[config.mk]
export PLATFORM = sky130hd
export DESIGN_NAME = kws_decision_smoother
export DESIGN_NICKNAME = d
export VERILOG_FILES = /design/src/rtl/kws_decision_smoother.sv
export SDC_FILE = /design/constraint.sdc
export NUM_CORES = 1
export LEC_CHECK = 0
export ABC_AREA = 1
export BUFFER_PORTS_ARGS = -buffer_cell sky130_fd_sc_hd__buf_4
export CORE_MARGIN = 1
export CORE_UTILIZATION = 50
export CTS_BUF_LIST = sky130_fd_sc_hd__clkbuf_4 sky130_fd_sc_hd__clkbuf_8
export DETAILED_ROUTE_END_ITERATION = 7
export PLACE_DENSITY = 0.67
export SYNTH_ARGS = -nofsm -noshare
export SYNTH_HDL_FRONTEND = slang
export SYNTH_SLANG_ARGS = --single-unit
[constraint.sdc]
create_clock -name clk -period 7.13 [get_ports clk]
set_input_delay 0.713 -clock clk [delete_from_list [all_inputs] [get_ports clk]]
set_output_delay 0.713 -clock clk [all_outputs]
set_load 0.03 [all_outputs]
[src/rtl/kws_decision_smoother.sv]
// kws_decision_smoother
// Temporal smoothing of per-frame keyword classifications. Keeps a circular
// history of the last WINDOW frame indices with a vote counter per keyword.
// A keyword is reported once its vote count reaches the threshold. After each
// report the history is flushed and a hold-off period ignores frames.
module kws_decision_smoother #(
    parameter int NUM_KEYWORDS = 10,
    parameter int WINDOW       = 8,
    parameter int IDX_BITS     = 4,
    parameter int SILENCE_IDX  = 0
) (
    input  logic                    clk,
    input  logic                    rst_n,
    input  logic                    clear,
    input  logic [NUM_KEYWORDS-1:0] kws_result,
    input  logic                    kws_valid,
    input  logic [7:0]              threshold,
    input  logic [7:0]              holdoff_frames,
    output logic                    det_valid,
    output logic [IDX_BITS-1:0]     det_keyword,
    output logic [7:0]              det_score,
    output logic                    holdoff_active,
    output logic [7:0]              fill_level
);

    localparam int                  PTR_W    = (WINDOW > 1) ? $clog2(WINDOW) : 1;
    localparam logic [IDX_BITS-1:0] NONE_IDX = IDX_BITS'(NUM_KEYWORDS);
    localparam logic [IDX_BITS-1:0] SIL_IDX  = IDX_BITS'(SILENCE_IDX);
    localparam logic [7:0]          WIN_MAX  = 8'(WINDOW);
    localparam logic [PTR_W-1:0]    PTR_LAST = PTR_W'(WINDOW - 1);

    // Index of the single set bit; zero or several set bits map to NONE_IDX.
    function automatic logic [IDX_BITS-1:0] encode_onehot(input logic [NUM_KEYWORDS-1:0] vec);
        logic [IDX_BITS-1:0] idx;
        int unsigned         ones;
        idx  = NONE_IDX;
        ones = 32'd0;
        for (int k = 0; k < NUM_KEYWORDS; k++) begin
            if (vec[k]) begin
                ones = ones + 32'd1;
                idx  = IDX_BITS'(k);
            end
        end
        if (ones != 32'd1) begin
            idx = NONE_IDX;
        end
        return idx;
    endfunction

    // History and vote state
    logic [IDX_BITS-1:0] hist_r [WINDOW];
    logic [7:0]          cnt_r [NUM_KEYWORDS];
    logic [7:0]          cnt_next_s [NUM_KEYWORDS];
    logic [PTR_W-1:0]    wr_ptr_r;
    logic [7:0]          fill_r;
    logic [7:0]          holdoff_cnt_r;
    logic [7:0]          holdoff_next_s;

    // Stage-1 candidate
    logic [IDX_BITS-1:0] cand_idx_r;
    logic                cand_valid_r;

    // Registered outputs
    logic                det_valid_r;
    logic [IDX_BITS-1:0] det_keyword_r;
    logic [7:0]          det_score_r;
    logic                holdoff_active_r;

    // Combinational decode
    logic [IDX_BITS-1:0] new_idx_s;
    logic [IDX_BITS-1:0] evict_idx_s;
    logic                full_s;
    logic [7:0]          cand_cnt_s;
    logic [7:0]          eff_thr_s;
    logic                detect_s;
    logic                accept_s;
    logic                skip_s;

    // Frame decode, candidate vote lookup and detection decision.
    always_comb begin
        new_idx_s   = encode_onehot(kws_result);
        evict_idx_s = hist_r[wr_ptr_r];
        full_s      = (fill_r == WIN_MAX);
        cand_cnt_s  = 8'd0;
        for (int k = 0; k < NUM_KEYWORDS; k++) begin
            cand_cnt_s = (cand_idx_r == IDX_BITS'(k)) ? cnt_r[k] : cand_cnt_s;
        end
        eff_thr_s = (threshold == 8'd0) ? 8'd1 : threshold;
        detect_s  = cand_valid_r && (cand_idx_r != NONE_IDX) && (cand_idx_r != SIL_IDX)
                    && (cand_cnt_s >= eff_thr_s);
        // A detection flush wins over a frame arriving in the same cycle.
        accept_s  = kws_valid && (holdoff_cnt_r == 8'd0) && !clear && !detect_s;
        skip_s    = kws_valid && (holdoff_cnt_r != 8'd0) && !clear && !detect_s;
    end

    // Next hold-off count: reload on detect, count down on discarded frames.
    always_comb begin
        holdoff_next_s = holdoff_cnt_r;
        if (clear) begin
            holdoff_next_s = 8'd0;
        end else if (detect_s) begin
            holdoff_next_s = holdoff_frames;
        end else if (skip_s) begin
            holdoff_next_s = holdoff_cnt_r - 8'd1;
        end else begin
            holdoff_next_s = holdoff_cnt_r;
        end
    end

    // Next vote counts: increment new class, decrement evicted class, saturating.
    always_comb begin
        for (int k = 0; k < NUM_KEYWORDS; k++) begin
            cnt_next_s[k] = cnt_r[k];
            if (accept_s && (new_idx_s == IDX_BITS'(k))
                && !(full_s && (evict_idx_s == IDX_BITS'(k)))
                && (cnt_r[k] != WIN_MAX)) begin
                cnt_next_s[k] = cnt_r[k] + 8'd1;
            end else if (accept_s && full_s && (evict_idx_s == IDX_BITS'(k))
                         && (new_idx_s != IDX_BITS'(k)) && (cnt_r[k] != 8'd0)) begin
                cnt_next_s[k] = cnt_r[k] - 8'd1;
            end else begin
                cnt_next_s[k] = cnt_r[k];
            end
        end
    end

    // History, counters, write pointer, fill and stage-1 candidate.
    always_ff @(posedge clk or negedge rst_n) begin
        if (!rst_n) begin
            for (int i = 0; i < WINDOW; i++) begin
                hist_r[i] <= {IDX_BITS{1'b0}};
            end
            for (int k = 0; k < NUM_KEYWORDS; k++) begin
                cnt_r[k] <= 8'd0;
            end
            wr_ptr_r     <= {PTR_W{1'b0}};
            fill_r       <= 8'd0;
            cand_idx_r   <= {IDX_BITS{1'b0}};
            cand_valid_r <= 1'b0;
        end else if (clear || detect_s) begin
            for (int i = 0; i < WINDOW; i++) begin
                hist_r[i] <= {IDX_BITS{1'b0}};
            end
            for (int k = 0; k < NUM_KEYWORDS; k++) begin
                cnt_r[k] <= 8'd0;
            end
            wr_ptr_r     <= {PTR_W{1'b0}};
            fill_r       <= 8'd0;
            cand_idx_r   <= {IDX_BITS{1'b0}};
            cand_valid_r <= 1'b0;
        end else begin
            for (int k = 0; k < NUM_KEYWORDS; k++) begin
                cnt_r[k] <= cnt_next_s[k];
            end
            cand_valid_r <= accept_s;
            if (accept_s) begin
                hist_r[wr_ptr_r] <= new_idx_s;
                wr_ptr_r         <= (wr_ptr_r == PTR_LAST) ? {PTR_W{1'b0}} : wr_ptr_r + PTR_W'(1);
                fill_r           <= full_s ? fill_r : fill_r + 8'd1;
                cand_idx_r       <= new_idx_s;
            end
        end
    end

    // Detection outputs and hold-off state.
    always_ff @(posedge clk or negedge rst_n) begin
        if (!rst_n) begin
            det_valid_r      <= 1'b0;
            det_keyword_r    <= {IDX_BITS{1'b0}};
            det_score_r      <= 8'd0;
            holdoff_cnt_r    <= 8'd0;
            holdoff_active_r <= 1'b0;
        end else if (clear) begin
            det_valid_r      <= 1'b0;
            det_keyword_r    <= {IDX_BITS{1'b0}};
            det_score_r      <= 8'd0;
            holdoff_cnt_r    <= 8'd0;
            holdoff_active_r <= 1'b0;
        end else begin
            det_valid_r      <= detect_s;
            holdoff_cnt_r    <= holdoff_next_s;
            holdoff_active_r <= (holdoff_next_s != 8'd0);
            if (detect_s) begin
                det_keyword_r <= cand_idx_r;
                det_score_r   <= cand_cnt_s;
            end
        end
    end

    assign det_valid      = det_valid_r;
    assign det_keyword    = det_keyword_r;
    assign det_score      = det_score_r;
    assign holdoff_active = holdoff_active_r;
    assign fill_level     = fill_r;

endmodule

==> impl_results.md, run 1 <==
* CTS sink count at 150
* Status: complete, no violations
* Max-cap violations at 0
* First-pass GRT wire length at between 50 and 60 mm
* Insertion delay to the later sink of the worst-skew pair at roughly 0.5 ns
* Crit path time final at approximately 6.7 ns
* Reg2reg end: cnt_r[47]
* # setup viols final at 0
* Filler cell count at ~2200
* Cell area after layout at approximately 0.014 mm2
* Post-Syn Area per Cell at 7.453 um2
* CP required at 7.57 ns
* Starting Density at 0.5125
* Port buffer count at 51
* CP endpoint kind: flop
* Total global-route track usage at 0.2689
* Hold Fails Final Rpt at 0
* Cell Pwr Density at 285.3 mW/mm2
* Reg clk slew, reported paths at roughly 0.12 ns
* Final period utilization at 0.9334
* Register area share after synthesis at 0.3111
* Slowest stage delay, CP at between 0.3 and 0.4 ns
* # DRC at 0
* Number of synthesized flops with an enable pin at 0
* Final WL at 32.01 mm
* Tightest Hold Check Type: in -> async
* Crit Path Max Fanout at 4
* Cell Area, Synth at around 0.012 mm2
* Core Box Area at 0.02354 mm2
* Final Slew Violations at 0
* Total CTS buffers at 17
* Layout cell share with drive strength beyond 1 at 0.1964
* Start point of the critical path: kws_result[0]
* Dominant synthesized flop cell: dfrtp_1
* R2R cell count at between 40 and 50
* Max rail drop VDD at 0.0001562 V
* CP arrival at slightly above 7 ns
* Cell Area, Placed at between 0.01 and 0.015 mm2
* Highest clock rate at 150.3 MHz
* CTS tree: yes
* Hold_ws at 0.2130 ns
* DP Wirelength at approximately 24 mm
* Die area at roughly 0.025 mm2
* GP Congestion at 0.9314
* Largest net degree at the start of global routing at just over 80
* Netlist cell types at 54
* #FFs+latches synth at 150
* Initial antenna violation count at 0
* Area grow syn2layout at 19.12%
* Via count at around 11000
* Final WS setup at 0.4752 ns
* DRT Pass-1 Iters at 6
* Clock root buffer: clkbuf_8
* Critical Path Start Type: primary input
* H-tree depth at 4
* Vias in the first global route at 10920
* Nets at 1920
* Gr ovfl total at 0
* Worst R2R Start: cand_idx_r[0]
* Skew final at 0.02946 ns
* I/O pins at 52
* Crit path to: cnt_r[55]
* Post-DR vias/cell at between 5 and 6
* Final ANT Viol Nets at 0
* Top delay family on crit path: simple AND/OR/NAND/NOR gates
* ANT cells at 0
* R2R Setup Slk at 0.97 ns
* Row count at 56
* Setup slack at placement at -0.4368 ns
* Initial DRC count at roughly 800
* Max-Slew Margin vs Limit at 0.2774
* Worst path slowest cell: or2_2
* P_leak at 6.964 nW
* Slew @ Worst Pin at between 1 and 1.5 ns
* Clock Path Buffers at 2
* Crit path kind: in -> reg
* Wirelength per Cell at roughly 15 um
* Async SR Flop Fraction at 1.000
* Most used cell, CP: nand2_2
* Die height at ~160 um
* DIE WIDTH at around 160 um
* Number of synthesis warnings at 0
* Syn Nets at about 1800
* WP buf/inv at 8
* Crit path depth at 51
* Mapped Cells at 1619
## state kept, by name, summed over array words and instances (netlist names)
register        flops
cnt_r              80
det_keyword         4
cand_valid_r        1
holdoff_active      1
fill_level          8
cand_idx_r          4
holdoff_cnt_r       8
det_valid           1
det_score           8
hist_r             32
wr_ptr_r            3
## final cells by class
cell class,instances,area (um2),share of cell area
clock buffer,17,234.0,0.01628
clock inverter,15,191.4,0.01332
inverter,272,1021,0.07103
multi-input combinational,1171,7422,0.5164
sequential,150,3754,0.2611
tap,319,399.1,0.02777
timing repair buffer,177,1353,0.09410
## kinds of logic (layout without fill, tap and decap cells)
group | after synthesis | after routing | share of synthesized area
DFF | 150 | 150 | 0.3111
AOI/OAI and AO/OA | 313 | 313 | 0.1581
and+or+nand+nor | 708 | 708 | 0.2878
adders and majority gates | 101 | 101 | 0.1109
xor gates and xnor gates | 49 | 49 | 0.03557
buffers and inverters | 298 | 481 | 0.09643
## routing by layer
metal,GRT usage,share of wire
met5,0,0
met4,0.08599,0.024
met3,0.03744,0.051
met2,0.4631,0.48
met1,0.3463,0.45
## report_power, final
part | total (W) | internal [W] | leakage [nW] | switching [W]
sequential | 0.00117 | 0.00101 | 2.02 | 0.000166
combinational | 0.00222 | 0.000951 | 4.73 | 0.00127
clock | 0.000703 | 0.000275 | 0.213 | 0.000429
total | 0.00410 | 0.00223 | 6.96 | 0.00187
## how the worst min path moves through the flow
stage	from	end	slack, ns	cells past startpoint
after floorplan	rst_n	cand_idx_r[0]	0.42	0
after global placement	det_keyword[3]	det_keyword[3]	0.47	2
after detailed placement	det_score[0]	det_score[0]	0.47	2
after CTS	rst_n	holdoff_active	0.26	1
after global routing	rst_n	holdoff_active	0.28	1
final	rst_n	holdoff_cnt_r[5]	0.21	1
## cell usage after synthesis (5+ instances only)
| cell type | number | share of area |
|---|---|---|
| dfrtp_1 | 150 | 0.31 |
| nand3b_1 | 10 | 0.0062 |
| nor3_1 | 25 | 0.010 |
| o21ai_2 | 13 | 0.0094 |
| nand2_1 | 304 | 0.095 |
| nor2_4 | 5 | 0.0047 |
| ha_1 | 91 | 0.094 |
| and2_1 | 11 | 0.0057 |
| a21oi_1 | 78 | 0.032 |
| o2111ai_1 | 5 | 0.0036 |
| nor3b_1 | 14 | 0.0087 |
| o21bai_1 | 14 | 0.0087 |
| a22o_1 | 7 | 0.0051 |
| a221oi_1 | 13 | 0.0094 |
| clkbuf_1 | 18 | 0.0056 |
| nand2_4 | 5 | 0.0047 |
| nor2_1 | 139 | 0.043 |
| or2_2 | 6 | 0.0031 |
| fa_1 | 10 | 0.017 |
| nand3_2 | 21 | 0.017 |
| o22ai_1 | 48 | 0.025 |
| inv_2 | 11 | 0.0034 |
| nor4_1 | 17 | 0.0088 |
| nand3_4 | 9 | 0.013 |
| nand2_2 | 23 | 0.012 |
| inv_1 | 259 | 0.081 |
| xor2_1 | 24 | 0.017 |
| xnor2_1 | 25 | 0.018 |
| nand3_1 | 66 | 0.027 |
| o21ai_1 | 38 | 0.016 |
| o211ai_1 | 8 | 0.0050 |
| nand4_1 | 47 | 0.024 |
| o21ai_0 | 66 | 0.027 |
## what timing repair did
item	in CTS	in global routing
hold buffers	0	0
buffers inserted	0	12
endpoints found under the hold margin	0	0
endpoints found under the setup margin	0	39
gates resized for setup	0	49
## cell usage in the layout (no fill, tap or decap), types with 13 or more instances in the layout
cell,netlist,layout
nand2_1,304,293
inv_1,259,254
buf_4,1,173
dfrtp_1,150,150
nor2_1,139,137
ha_1,91,78
a21oi_1,78,74
nand3_1,66,65
o21ai_0,66,62
o22ai_1,48,48
nand4_1,47,47
o21ai_1,38,42
nand2_2,23,34
xnor2_1,25,25
xor2_1,24,24
nor3_1,25,22
nand3_2,21,20
clkbuf_8,0,17
inv_2,11,16
nor4_1,17,16
nor3b_1,14,14
o21bai_1,14,14
a221oi_1,13,13
o21ai_2,13,13
ha_4,0,13
## metrics by stage
stage                     setup TNS (ns)  total power (W)  instances  utilization
after floorplan                        0         0.002664       1619            -
after global placement            -1.941         0.003244       2077       0.5774
after detailed placement          -6.913         0.003292       2077       0.5774
after CTS                              0         0.004011       2109       0.5955
after global routing             -0.1145         0.004463       2121       0.6105
final                                  0         0.004101       2121       0.6105
Note: power is estimated with default switching activity, not from simulation.
==> inputs of run 2 (changes only) <==
==> constraint.sdc (replaced) <==
create_clock -name clk -period 7.13 [get_ports clk]
set_input_delay 0.3565 -clock clk [delete_from_list [all_inputs] [get_ports clk]]
set_output_delay 0.3565 -clock clk [all_outputs]
set_load 0.03 [all_outputs]
==> run 2 against run 1 <==
Final cell count shrank 3.9%. Worst hold slack lost 0.11 ns. Wire length shrank 1.8%. Non-clock buffer count shrank 83. Via count shrank 2.5%. Clock skew shrank 0.0054 ns. Utilization shrank 3.4 points. Critical path type unchanged. Highest routed layer unchanged.
==> impl_results.md, run 2 (synthesized netlist as in run 1, its figures left out) <==
* Final WS setup at 0.4493 ns (-0.02588 ns)
* Highest clock rate at 149.7 MHz (-0.39%)
* Final ANT Viol Nets at 0 (unchanged)
* Crit path time final at 6.681 ns (+0.02588 ns)
* CP endpoint kind: flop
* Via count at 11140 (-2.5%)
* Crit path kind: in -> reg
* Reg area at 0.003754 mm2 (unchanged)
* DP Wirelength at 23.75 mm (-1.5%)
* Hold_ws at 0.1009 ns (-0.1121 ns)
* Total global-route track usage at 0.2667 (-0.002192)
* Max-cap violations at 0 (unchanged)
* Skew final at 0.02407 ns (-0.005387 ns)
* Cell Area, Placed at 0.01297 mm2 (-4.6%)
* Initial DRC count at 727 (-8.8%)
* Reg clk slew, reported paths at 0.12 ns (about the same)
* Insertion delay to the later sink of the worst-skew pair at 0.49 ns (about the same)
* Nets at 1837 (-4.3%)
* Biggest regs: cnt_r: 80 flops, hist_r: 32 flops
* Slowest stage delay, CP at 0.32 ns (about the same)
* Cell area after layout at 0.01358 mm2 (-5.5%)
* CTS tree: yes
* Critical Path Start Type: primary input
* Final Slew Violations at 0 (unchanged)
* CP arrival at 7.10 ns (about the same)
* Max-Slew Margin vs Limit at 0.2510 (-0.02645)
* Max rail drop VDD at 0.0001505 V (-3.6%)
* Total Power at 0.003905 W (-4.8%)
* Clock Path Buffers at 2 (unchanged)
* Gr ovfl total at 0 (unchanged)
* Starting Density at 0.5125 (unchanged)
* Most used cell, CP: nand2_1
* CP required at 7.55 ns (-0.02 ns)
* P_leak at 6.584 nW (-5.5%)
* DRT Pass-1 Iters at 5 (-1)
* Die height at 157.4 um (unchanged)
* Hold Fails Final Rpt at 0 (unchanged)
* Setup slack at placement at -0.2009 ns (+0.2359 ns)
* Clock root buffer: clkbuf_8
* Crit Path Max Fanout at 4 (unchanged)
* Final WL at 31.45 mm (-1.8%)
* # setup viols final at 0 (unchanged)
* DIE WIDTH at 157.4 um (unchanged)
* CTS sink count at 150 (unchanged)
* H-tree depth at 4 (unchanged)
* Port buffer count at 51 (unchanged)
* Area of the multi-input gates at 0.007261 mm2 (-2.2%)
* Status: complete, no violations
* Biggest register: cnt_r
* Max FFs per register at 80 (unchanged)
* Post-DR vias/cell at 5.468 (+1.5%)
* Slew @ Worst Pin at 1.114 ns (+0.03935 ns)
* Total CTS buffers at 17 (unchanged)
* Vias in the first global route at 10680 (-2.3%)
* Core Box Area at 0.02354 mm2 (unchanged)
* Final period utilization at 0.9370 (+0.003630)
* Die area at 0.02476 mm2 (unchanged)
* ANT cells at 0 (unchanged)
* I/O pins at 52 (unchanged)
* Worst path slowest cell: ha_1
* Most common cell after layout, fill and taps aside: nand2_1
* Tightest Hold Check Type: in -> reg
* First-pass GRT wire length at 52.25 mm (-0.72%)
* Initial antenna violation count at 0 (unchanged)
* GP Congestion at 0.9050 (-2.8%)
* # DRC at 0 (unchanged)
* Layout cell share with drive strength beyond 1 at 0.1425 (-0.05392)
* Row count at 56 (unchanged)
* Filler cell count at 2242 (+3.9%)
* Most frequent cells in the layout: nand2_1, inv_1, dfrtp_1, nor2_1, buf_4
* Largest net degree at the start of global routing at 95 (+17%)
* Cell Pwr Density at 287.4 mW/mm2 (+0.74%)
* Wirelength per Cell at 15.43 um (+2.2%)
* Area grow syn2layout at 12.58%
run 2: cell types whose count changed in the layout (fill, tap and decap cells not counted), sizes merged:
cell | before | now
buf | 177 | 93
dlygate4sd3 | 0 | 1
inv | 278 | 277
clkinv | 9 | 10
run 2: per-layer routing:
| metal | track usage | routed length (um) | vias to the layer above |
|---|---|---|---|
| li1 | - | - | 5621 |
| met4 | 0.07212 | 589 | 0 |
| met2 | 0.4486 | 14770 | 279 |
| met1 | 0.3516 | 14600 | 5196 |
| met5 | 0 | 0 | - |
| met3 | 0.04626 | 1485 | 47 |
run 2: final cells by class:
type	count	share of cell area
Inverter	272	0.07516
Clock inverter	15	0.01409
Timing Repair Buffer	94	0.05333
Tap cell	319	0.02938
Clock buffer	17	0.01722
Multi-Input combinational cell	1171	0.5345
Sequential cell	150	0.2763
run 2: worst max-delay path: cells and delay by family:
family          cells  cell delay (ns)
buf+inv             8             0.72
xor+xnor            1             0.14
simple gates       27             2.73
compound gates      4             0.63
fa+ha+maj           9             2.51
run 2: per-stage QoR:
stage / TNS [ns] / util / instances
final: 0 / 0.5770 / 2038
after detailed placement: -0.4996 / 0.5509 / 1996
after CTS: 0 / 0.5694 / 2029
after floorplan: 0 / - / 1619
after global routing: -0.05311 / 0.5770 / 2038
after global placement: -0.02761 / 0.5509 / 1996
run 2: report_power, final:
part | switching [W] | internal, W
clock | 0.000433 | 0.000273
sequential | 0.000157 | 0.00101
combinational | 0.00123 | 0.000799
total | 0.00182 | 0.00208
run 2: path summary, 6_finish.rpt:
kind	startpoint	to	slack [ns]	depth (start not counted)
worst max-delay path	kws_result[1]	cnt_r[23]	0.45	49
worst min-delay path	holdoff_frames[7]	holdoff_cnt_r[7]	0.10	3
worst max register to register	cand_idx_r[0]	cnt_r[55]	0.86	35
worst min register to register	det_keyword[1]	det_keyword[1]	0.50	2
max in group asynchronous	rst_n	cnt_r[53]	5.29	3
min in group asynchronous	rst_n	holdoff_cnt_r[6]	0.49	2
run 2: what timing repair did:
item,CTS,global route
endpoints found under the hold margin,44,0
hold buffers,1,0
setup buffers,0,9
endpoints found under the setup margin,0,13
gates resized for setup,0,24
